[src/rtl/operand_fetch.sv]
`default_nettype none
// ============================================================================
// operand_fetch: register status table and operand resolution for issue.
// Optional macro CDB_BYPASS_EN forwards same-cycle CDB data instead of stalling.
// Revision: 1.0
// ============================================================================
module operand_fetch #(
    parameter int WIDTH    = 16,
    parameter int TAG_BITS = 3
) (
    input  logic                clock,
    input  logic                resetn,
    input  logic [WIDTH-1:0]    R1,
    input  logic [WIDTH-1:0]    R2,
    input  logic [WIDTH-1:0]    R3,
    input  logic [WIDTH-1:0]    R4,
    input  logic [WIDTH-1:0]    R5,
    input  logic [WIDTH-1:0]    R6,
    input  logic [WIDTH-1:0]    R7,
    input  logic                iss_valid,
    output logic                iss_ready,
    input  logic [2:0]          iss_rs,
    input  logic [2:0]          iss_rt,
    input  logic [2:0]          iss_rd,
    input  logic [TAG_BITS-1:0] iss_tag,
    input  logic                cdb_valid,
    input  logic [TAG_BITS-1:0] cdb_tag,
    input  logic [WIDTH-1:0]    cdb_data,
    output logic                op_valid,
    input  logic                op_ready,
    output logic [WIDTH-1:0]    op_vj,
    output logic [WIDTH-1:0]    op_vk,
    output logic [TAG_BITS-1:0] op_qj,
    output logic [TAG_BITS-1:0] op_qk,
    output logic [WIDTH-1:0]    data,
    output logic [2:0]          address,
    output logic                write
);

    localparam int NREGS = 8;

    logic [TAG_BITS-1:0] qi_q [1:NREGS-1];
    logic [TAG_BITS-1:0] qi_d [1:NREGS-1];
    logic                op_valid_q, op_valid_d;
    logic [WIDTH-1:0]    op_vj_q, op_vj_d;
    logic [WIDTH-1:0]    op_vk_q, op_vk_d;
    logic [TAG_BITS-1:0] op_qj_q, op_qj_d;
    logic [TAG_BITS-1:0] op_qk_q, op_qk_d;

    logic [WIDTH-1:0]    w_bank [NREGS];
    logic [TAG_BITS-1:0] w_qi   [NREGS];
    logic [NREGS-1:0]    w_match;
    logic                w_cdb_hit;
    logic [2:0]          w_cdb_addr;
    logic [2:0]          w_src  [2];
    logic [WIDTH-1:0]    w_v    [2];
    logic [TAG_BITS-1:0] w_q    [2];
    logic                w_hazard_stall;
    logic                w_accept;

    // Index 0 is a hard-wired zero register with no status entry.
    always_comb begin
        w_bank[0] = '0;
        w_bank[1] = R1;
        w_bank[2] = R2;
        w_bank[3] = R3;
        w_bank[4] = R4;
        w_bank[5] = R5;
        w_bank[6] = R6;
        w_bank[7] = R7;
        w_qi[0]   = '0;
        for (int r = 1; r < NREGS; r++) begin
            w_qi[r] = qi_q[r];
        end
    end

    // Descending scan so the lowest matching register drives the write port.
    always_comb begin
        w_match    = '0;
        w_cdb_hit  = 1'b0;
        w_cdb_addr = 3'd0;
        for (int r = NREGS - 1; r >= 1; r--) begin
            if (cdb_valid && (cdb_tag != '0) && (w_qi[r] == cdb_tag)) begin
                w_match[r] = 1'b1;
                w_cdb_hit  = 1'b1;
                w_cdb_addr = 3'(r);
            end
        end
    end

    assign write   = w_cdb_hit;
    assign address = w_cdb_addr;
    assign data    = w_cdb_hit ? cdb_data : '0;

    always_comb begin
        w_src[0] = iss_rs;
        w_src[1] = iss_rt;
        for (int s = 0; s < 2; s++) begin
            w_v[s] = '0;
            w_q[s] = '0;
            if (w_src[s] != 3'd0) begin
                if (w_qi[w_src[s]] == '0) begin
                    w_v[s] = w_bank[w_src[s]];
`ifdef CDB_BYPASS_EN
                end else if (w_match[w_src[s]]) begin
                    w_v[s] = cdb_data;
`endif
                end else begin
                    w_q[s] = w_qi[w_src[s]];
                end
            end
        end
    end

`ifdef CDB_BYPASS_EN
    assign w_hazard_stall = 1'b0;
`else
    // A source waiting on the tag broadcast this cycle is re-read from the bank next cycle.
    assign w_hazard_stall = w_match[iss_rs] | w_match[iss_rt];
`endif

    assign iss_ready = (~op_valid_q | op_ready) & ~w_hazard_stall;
    assign w_accept  = iss_valid & iss_ready;

    // A new producer for rd overrides a same-cycle CDB clear of rd.
    always_comb begin
        for (int r = 1; r < NREGS; r++) begin
            qi_d[r] = qi_q[r];
            if (w_match[r]) begin
                qi_d[r] = '0;
            end
            if (w_accept && (iss_rd == 3'(r))) begin
                qi_d[r] = iss_tag;
            end
        end
    end

    always_comb begin
        op_valid_d = op_valid_q;
        op_vj_d    = op_vj_q;
        op_vk_d    = op_vk_q;
        op_qj_d    = op_qj_q;
        op_qk_d    = op_qk_q;
        if (w_accept) begin
            op_valid_d = 1'b1;
            op_vj_d    = w_v[0];
            op_vk_d    = w_v[1];
            op_qj_d    = w_q[0];
            op_qk_d    = w_q[1];
        end else if (op_ready) begin
            op_valid_d = 1'b0;
        end
    end

    always_ff @(posedge clock or negedge resetn) begin
        if (!resetn) begin
            for (int r = 1; r < NREGS; r++) begin
                qi_q[r] <= '0;
            end
            op_valid_q <= 1'b0;
            op_vj_q    <= '0;
            op_vk_q    <= '0;
            op_qj_q    <= '0;
            op_qk_q    <= '0;
        end else begin
            for (int r = 1; r < NREGS; r++) begin
                qi_q[r] <= qi_d[r];
            end
            op_valid_q <= op_valid_d;
            op_vj_q    <= op_vj_d;
            op_vk_q    <= op_vk_d;
            op_qj_q    <= op_qj_d;
            op_qk_q    <= op_qk_d;
        end
    end

    assign op_valid = op_valid_q;
    assign op_vj    = op_vj_q;
    assign op_vk    = op_vk_q;
    assign op_qj    = op_qj_q;
    assign op_qk    = op_qk_q;

endmodule
`default_nettype wire
[config.mk]
export PLATFORM = sky130hd
export DESIGN_NAME = operand_fetch
export DESIGN_NICKNAME = d
export VERILOG_FILES = /design/src/rtl/operand_fetch.sv
export SDC_FILE = /design/constraint.sdc
export NUM_CORES = 1
export LEC_CHECK = 0
export BUFFER_PORTS_ARGS = -buffer_cell sky130_fd_sc_hd__buf_2
export CORE_AREA = 5 5 105 107
export DETAILED_ROUTE_END_ITERATION = 10
export DIE_AREA = 0 0 110 112
export GPL_TIMING_DRIVEN = 0
export PLACE_DENSITY = 0.87
export SYNTH_ARGS = -nofsm -noshare
export SYNTH_HDL_FRONTEND = slang
export SYNTH_SLANG_ARGS = --single-unit
[constraint.sdc]
create_clock -name clock -period 5.39 [get_ports clock]
set_input_delay 0.8085 -clock clock [delete_from_list [all_inputs] [get_ports clock]]
set_output_delay 0.8085 -clock clock [all_outputs]
set_load 0.02 [all_outputs]
== Word level (Yosys, flattened, before mapping) ==
Index checks and enable logic that the tools add are counted.

* Bits in registers: 60
* Memory bits (read-only): 0
* Input bits: 148
* RAM bits: 0
* Latch bits: 0
* Logic and storage cells: 127
* Memories: 0

* Reductions and logical operators: 28
* $add $sub $neg: 0
* Bitwise operators: 8
* Shifts and indexed selects: 0
* Multipliers: 0
* Order comparisons: 4
* Eq/ne operators: 14
* Divide/modulo/power cells: 0
* Muxes and demuxes: 61

{| class="wikitable"
|+ Operator list
! operator !! number
|-
| $mux W16 || 9
|-
| $bmux W16 S3 || 2
|-
| $mux W3 || 29
|-
| $eq A3 B3 Y1 || 7
|-
| $bmux W3 S3 || 2
|-
| $mux W1 || 17
|-
| $reduce_bool A2 Y1 || 8
|-
| $logic_and A1 B1 Y1 || 15
|-
| $eq A3 B3 Y1 const B || 4
|-
| $reduce_bool A3 Y1 || 3
|-
| $ge A4 B4 Y1 const B || 2
|-
| $lt A3 B4 Y1 const B || 2
|-
| $not A3 Y4 || 2
|-
| $bmux W1 S3 || 2
|-
| $eq A3 B2 Y1 const B || 2
|-
| $logic_not A3 Y1 || 2
|-
| $eq A3 B1 Y1 const B || 1
|-
| $and A1 B1 Y1 || 2
|-
| $not A1 Y1 || 2
|-
| $or A1 B1 Y1 || 2
|}

== Logic depth before layout (Yosys ltp) ==
Gate-level depths: netlist of the first run.

* Depth after elaboration: 12
* Depth in mapped cells: 11

== Worst setup path after synthesis of the first run ==
Ideal clock, no wire load.

* Kind: input to output
* Start: input cdb_tag[1]
* End: output data[10]
* Buffers on the path: 3
* Slack: 1,916 ps
* Cell stages on the path: 9
* Data arrival time: 2,666 ps
* Required time: 4,582 ps
* Path through: buf_4 > xor2_1 > or3_1 > or2_2 > clkbuf_1 > nand3_1 > a21oi_1 > clkbuf_1 > nor2b_1

* Cells in the longest elaborated chain, start to end: 11

{| class="wikitable"
|+ RTL lines
! what !! line !! RTL
|-
| start: declaration || 27 || <nowiki>input logic [TAG_BITS-1:0] cdb_tag,</nowiki>
|-
| $reduce_bool A3 Y1 || 83 || <nowiki>if (cdb_valid && (cdb_tag != '0) && (w_qi[r] == cdb_tag)) begin</nowiki>
|-
| $logic_and A1 B1 Y1 (2 in a row) || 83 ||
|-
| $mux W1 (6 in a row) || 83 ||
|-
| $mux W1 (*) || 83 ||
|-
| $mux W16 (*) || 93 || <nowiki>assign data = w_cdb_hit ? cdb_data : '0;</nowiki>
|-
| end: declaration || 35 || <nowiki>output logic [WIDTH-1:0] data,</nowiki>
|}

Mark *: on every way between the ends. The rest lies on a longest branch, timed or not.

== Worst setup path in the final report of the first run ==
* Start: input cdb_tag[0]
* End: output data[6]

The elaborated chain is that of the path after synthesis.

==> reports/qor.csv, run 1 <==
metric,value,unit
status,"complete, no violations",
grt total ovfl,0,
Port-buffer cells,200,
Boundary Pins,208,
Detailed Route WL,18360,um
vias in the first global route,5740,
root buffer cell,clkbuf_8,
hpwl dp,14290,um
"slowest stage cell, crit path",a21oi_1,
WL met3,2217,um
final instance area,6558,um^2
# fillers,850,
Worst Max-Slew Pin Slew,868.9,ps
count of cell types in the netlist,43,
ys async rst share,100.0,%
vias,5644,
simple-gate portion of the synthesized area,17.16,%
most common cell in the netlist,nor2_1,
static leakage,3.172,nW
Achievable Freq,0.2643,GHz
clock skew,10.32,ps
Hold WS,471.4,ps
dpl cell area,6376,um^2
VDD IR max,0.0002757,V
"non-filler cells, final",928,
ranking of synthesized cells by area,"dfrtp_1 29%, mux4_2 16%, mux2i_1 12%",
DIE AREA,12320,um^2
largest area contributor in the netlist,dfrtp_1,
cells along the critical path,"buf_4, o31ai_1, or2_2, clkbuf_1, nand3_1, a21oi_1, clkbuf_1, nor2b_1, buf_2",
Synth top cells by count,"72 x nor2_1, 71 x nand2_1, 69 x a21oi_1",
core box area,10050,um^2
DR top layer,met5,
pre-CTS WS,1608,ps
setup_tns,0,ps
Synth Area in XOR/XNOR,3.534,%
Final Cycle Share,70.20,%
cell family with most CP delay,buffers and inverters,
CTS buffer count,9,
DR pass1 iterations,6,
"Largest stage delay, worst path",460,ps
top_reg_cell synth,dfrtp_1,
max_slew headroom,42.07,%
Synth top area share,28.85,%
initial antenna violation count,5,
Syn Nets,721,
Final Hold Viols,0,
Final ANT Viol Nets,0,
WS Path Type,in2out,
Compound-Gate Fraction of Synth Area,16.27,%
Final Worst Setup Slack,1606,ps
cts repair resizes,0,
Via density,6.082,
Site Rows,37,
dpl cells,909,
synthesized flop and latch total,60,
worst hold path class,reg2reg,
PwrDens,379.9,nW/um^2
"Clk Latency, worst-skew pair",360,ps
sequential fraction of the synthesis area,28.85,%
Mapped Area,5205,um^2
"Top cell by count, worst path",clkbuf_1,
area share of fa/ha/maj cells after synthesis,0,%
main combinational cell family by area after synthesis,multiplexers,
RSZ-0062 raised after global routing,false,
Area Overhead vs Synth,25.99,%
pin count of the biggest net entering global routing,61,
initial core utilization,51.81,%
post-synthesis area per instance,9.084,um^2
H-tree depth,3,
Max Slew Vio Count,0,
Synth warnings,0,
Post-Syn Instances,573,
crit path DAT,2980,ps
DR iter-0 viols,689,
metal2 WL,8702,um
CP Capture Type,output port,
wl on met1,6601,um
GRT Total Usage,29.80,%
Post-synth EDFFs,0,
max_cap viols,0,
Critical Path Source Type,primary input,
hold_buf cts,0,
Final setup viols,0,
Buf/Inv on CP,4,
CTS max path bufs,2,
Die H,112,um
postcts setup bufs,0,
# clock sinks,60,
share of cells above drive strength 1,35.79,%
drt wl/cell,19.79,um
"Req. time, crit path",4580,ps
maximum fanout along the worst path,10,
Remaining DRCs,0,
Die X,110,um
GP Congestion,0.9200,
register-to-register setup slack,2610,ps
first-pass GRT wire length,28480,um
Final Net Count,932,
mux contribution to synthesized area,29.06,%
Worst-path clk slew,60,ps
CTS tree,done,
Final min period,3784,ps
placed cells by master (no fill, tap or decap), types with 6 or more instances in the layout:
cell      netlist  final
xor2_1         21     21
nor2b_1        17     17
mux4_2         36     36
o31ai_1        33     33
nor4_1          9      9
nand2_1        71     71
o21ai_0         6      6
clkbuf_8        0     11
nor2_1         72     72
mux2i_1        60     60
inv_1          14     14
buf_2          12    211
clkbuf_1       25     27
a21oi_1        69     69
nor3_1          6      6
dfrtp_1        60     60
path summary, 6_finish.rpt:
| kind | from | endpoint | depth (start not counted) |
|---|---|---|---|
| setup / recovery | cdb_tag[0] | data[6] | 9 |
| hold / removal | op_qj[1]$_DFFE_PN0P_ | op_qj[1]$_DFFE_PN0P_ | 1 |
| setup reg to reg | qi_q[19]$_DFFE_PN0P_ | op_vk[11]$_DFFE_PN0P_ | 7 |
| hold reg to reg | op_qj[1]$_DFFE_PN0P_ | op_qj[1]$_DFFE_PN0P_ | 1 |
| max in group asynchronous | resetn | op_vj[6]$_DFFE_PN0P_ | 1 |
| min in group asynchronous | resetn | qi_q[0]$_DFFE_PN0P_ | 1 |
area by class of cell:
cell class,count,area (um^2),area share (%)
Sequential cell,60,1501,22.90
Tap cell,136,170.2,2.595
Clock buffer,13,158.9,2.423
Clock inverter,2,10.01,0.1526
Multi-Input combinational cell,452,3437,52.41
Inverter,14,52.55,0.8014
Timing Repair Buffer,200,1003,15.30
Buffer,47,214.0,3.263
Antenna cell,4,10.01,0.1526
stage by stage:
stage | power, mW | util (%)
CTS | 2.480 | 65.15
detailed placement | 2.115 | 63.47
finish | 2.491 | 65.28
global placement | 2.081 | 63.47
floorplan | 1.640 | -
global route | 2.648 | 65.28
registers in the layout, summed over array words and instances, names as in the netlist:
| register | count |
|---|---|
| qi_q | 21 |
| op_valid | 1 |
| op_vj | 16 |
| op_qk | 3 |
| op_qj | 3 |
| op_vk | 16 |
where the power goes:
part	leakage, nW	internal, mW	switching [mW]
sequential	0.795	0.627	0.174
clock	0.0893	0.188	0.175
combinational	2.29	0.498	0.829
logic make-up after synthesis:
| logic type | after synthesis |
|---|---|
| and+or+nand+nor | 192 |
| xor gates and xnor gates | 21 |
| muxes | 105 |
| AOI/OAI and AO/OA | 134 |
| buffers and inverters | 61 |
| DFF | 60 |
metal layers:
metal	track usage (%)	up-vias
met2	47.17	387
met3	7.594	72
met1	36.14	2664
met5	0	-
met4	17.71	2
li1	-	2519
worst register-to-register path, cell delays in order (launching register included):
cell and delay, ps:
dfrtp_1 450, xor2_1 190, nor3_1 390, a41o_1 270
o22ai_1 150, o211ai_4 500, clkbuf_1 510, o31ai_1 170
No activity file was read; power rests on OpenSTA's default activity.
==> run 2, diff against run 1 <==
- ABC_AREA: default -> 1
- CORE_AREA: 5 5 105 107 -> 5 5 110 112
- DIE_AREA: 0 0 110 112 -> 0 0 115 117
- PLACE_DENSITY: 0.87 -> 0.83
- clock period: 5.39 -> 3.8 ns (I/O delays scaled with it)
==> run 2 against run 1 <==
Compared with the run above:
- flip-flop and latch count stayed put
- register-to-register slack worse by 910 ps
- sequential share of layout area is 1.4 points lower
- clock-buffer cell count is 3 lower
- wire length is 23% higher
- worst hold slack worse by 180 ps
- largest cell class unchanged
- largest power group unchanged
- highest routed layer is now met4
==> reports/qor.csv, run 2 <==
metric,value,unit
share of cells above drive strength 1,23.22,%
setup_tns,0,ps
Final Hold Viols,0,
Final setup viols,0,
Mapped Area,5503,um^2
pre-CTS WS,923.4,ps
CTS buffer count,9,
Remaining DRCs,0,
status,"complete, no violations",
# clock sinks,60,
ys async rst share,100.0,%
Syn Nets,1054,
area of the multi-input gates,3249,um^2
Final ANT Viol Nets,0,
most frequent cells in the layout,"231 x nand2_1, 215 x buf_2, 111 x inv_1, 98 x nor2_1, 91 x o21ai_0",
first-pass GRT wire length,34470,um
Final Util,62.82,%
dpl cells,1251,
initial core utilization,49.46,%
DR pass1 iterations,7,
CP Capture Type,output port,
Achievable Freq,0.3454,GHz
drt wl/cell,17.90,um
vias in the first global route,6865,
Final Worst Setup Slack,905.2,ps
Largest Register,qi_q,
Final Net Count,1267,
root buffer cell,clkbuf_16,
# fillers,1064,
hold_buf cts,0,
Worst Max-Slew Pin Slew,778.7,ps
Area Overhead vs Synth,27.01,%
max_cap viols,0,
final instance area,6989,um^2
hpwl dp,17480,um
initial antenna violation count,0,
Site Rows,39,
Die X,115,um
most common cell in the netlist,nand2_1,
Synth warnings,0,
crit path DAT,2320,ps
postcts setup bufs,0,
core box area,11130,um^2
Critical Path Source Type,primary input,
Largest register FFs,21,
DR iter-0 viols,1144,
max_slew headroom,48.09,%
Post-Syn Instances,906,
Synth top cells by count,"231 x nand2_1, 111 x inv_1, 98 x nor2_1",
Boundary Pins,208,
static leakage,3.871,nW
Port-buffer cells,202,
diodes inserted,0,
Die H,117,um
pin count of the biggest net entering global routing,61,
FF+latch area,1501,um^2
Post-synth EDFFs,0,
Max Slew Vio Count,0,
Final min period,2895,ps
"Clk Latency, worst-skew pair",330,ps
Detailed Route WL,22680,um
maximum fanout along the worst path,10,
GP Congestion,1.013,
Worst-path clk slew,60,ps
RSZ-0062 raised after global routing,false,
Synth top area share,27.29,%
worst hold path class,in2async,
dpl cell area,6693,um^2
post-synthesis area per instance,6.074,um^2
"Req. time, crit path",3230,ps
count of cell types in the netlist,31,
WS Path Type,in2out,
top_reg_cell synth,dfrtp_1,
Final Cycle Share,76.18,%
H-tree depth,3,
Via density,5.870,
GRT Total Usage,32.57,%
CTS max path bufs,2,
clock skew,9.111,ps
sequential fraction of the synthesis area,27.29,%
vias,7437,
CTS tree,done,
largest area contributor in the netlist,dfrtp_1,
VDD IR max,0.0002225,V
grt total ovfl,0,
ranking of synthesized cells by area,"dfrtp_1 27%, nand2_1 16%, o21ai_0 8.3%",
synthesized flop and latch total,60,
PwrDens,414.0,nW/um^2
DIE AREA,13460,um^2
"non-filler cells, final",1267,
cts repair resizes,0,
"commonest non-fill, non-tap cell in the layout",nand2_1,
## run 2: cell types whose count changed after synthesis, moves of 17 or more
cell	delta
mux4_2	-36
nand4_1	+32
nor2_1	+26
o31ai_1	-33
nand3_1	+30
nand2_1	+160
o21ai_0	+85
xor2_1	-19
a32oi_1	+30
o22ai_1	+29
mux2i_1	-60
inv_1	+97
nor2b_1	-17
## run 2: cell families (layout without fill, tap and decap cells)
logic type	Yosys count	count (layout)	synth area share (%)
simple gates	412	412	32.15
xor+xnor	7	7	1.114
flops	60	60	27.29
compound gates	248	248	25.78
buf+inv	179	397	13.67
## run 2: cell type report
cell class / count / area share [%]
Sequential cell: 60 / 21.48
Multi-Input combinational cell: 667 / 46.49
Tap cell: 143 / 2.560
Clock buffer: 10 / 3.276
Inverter: 119 / 6.427
Buffer: 60 / 4.332
Timing Repair Buffer: 202 / 14.50
Clock inverter: 6 / 0.9309
## run 2: report_power, final
group | total [mW] | switching (mW) | internal, mW
logic | 1.20 | 0.798 | 0.400
registers | 0.885 | 0.118 | 0.766
clock network | 0.811 | 0.304 | 0.507
total | 2.89 | 1.22 | 1.67
## run 2: through the flow
stage	hold WS, ps	power [mW]
after floorplan	274.4	1.620
after global placement	458.6	2.044
after detailed placement	460.7	2.061
after CTS	475.7	2.870
after global routing	384.7	3.058
final	293.7	2.893
## run 2: worst max-delay path: stages
cell	delay, ps
buf_4	140
inv_2	80
a21boi_4	360
nand3_1	350
nand2_1	140
nor2_1	60
nand2_1	70
inv_1	100
buf_2	190
nor2_1	90
buf_2	170
## run 2: worst paths after layout
path,start,end,slack [ps],depth (start not counted)
min in group clock,op_vk[15]$_DFFE_PN0P_,op_vk[15]$_DFFE_PN0P_,470,2
worst min-delay path,resetn,qi_q[19]$_DFFE_PN0P_,290,1
worst max register to register,qi_q[20]$_DFFE_PN0P_,qi_q[13]$_DFFE_PN0P_,1700,12
worst min register to register,op_vk[15]$_DFFE_PN0P_,op_vk[15]$_DFFE_PN0P_,470,2
worst max-delay path,cdb_tag[0],data[13],910,11
max in group asynchronous,resetn,op_vj[10]$_DFFE_PN0P_,2960,1
## run 2: routing by layer
layer	vias to the layer above	wire, um	global-route usage [%]
li1	3445	-	-
met1	3261	8873	44.91
met2	619	9500	47.11
met3	112	3209	8.329
met4	0	1095	16.82
met5	-	0	0
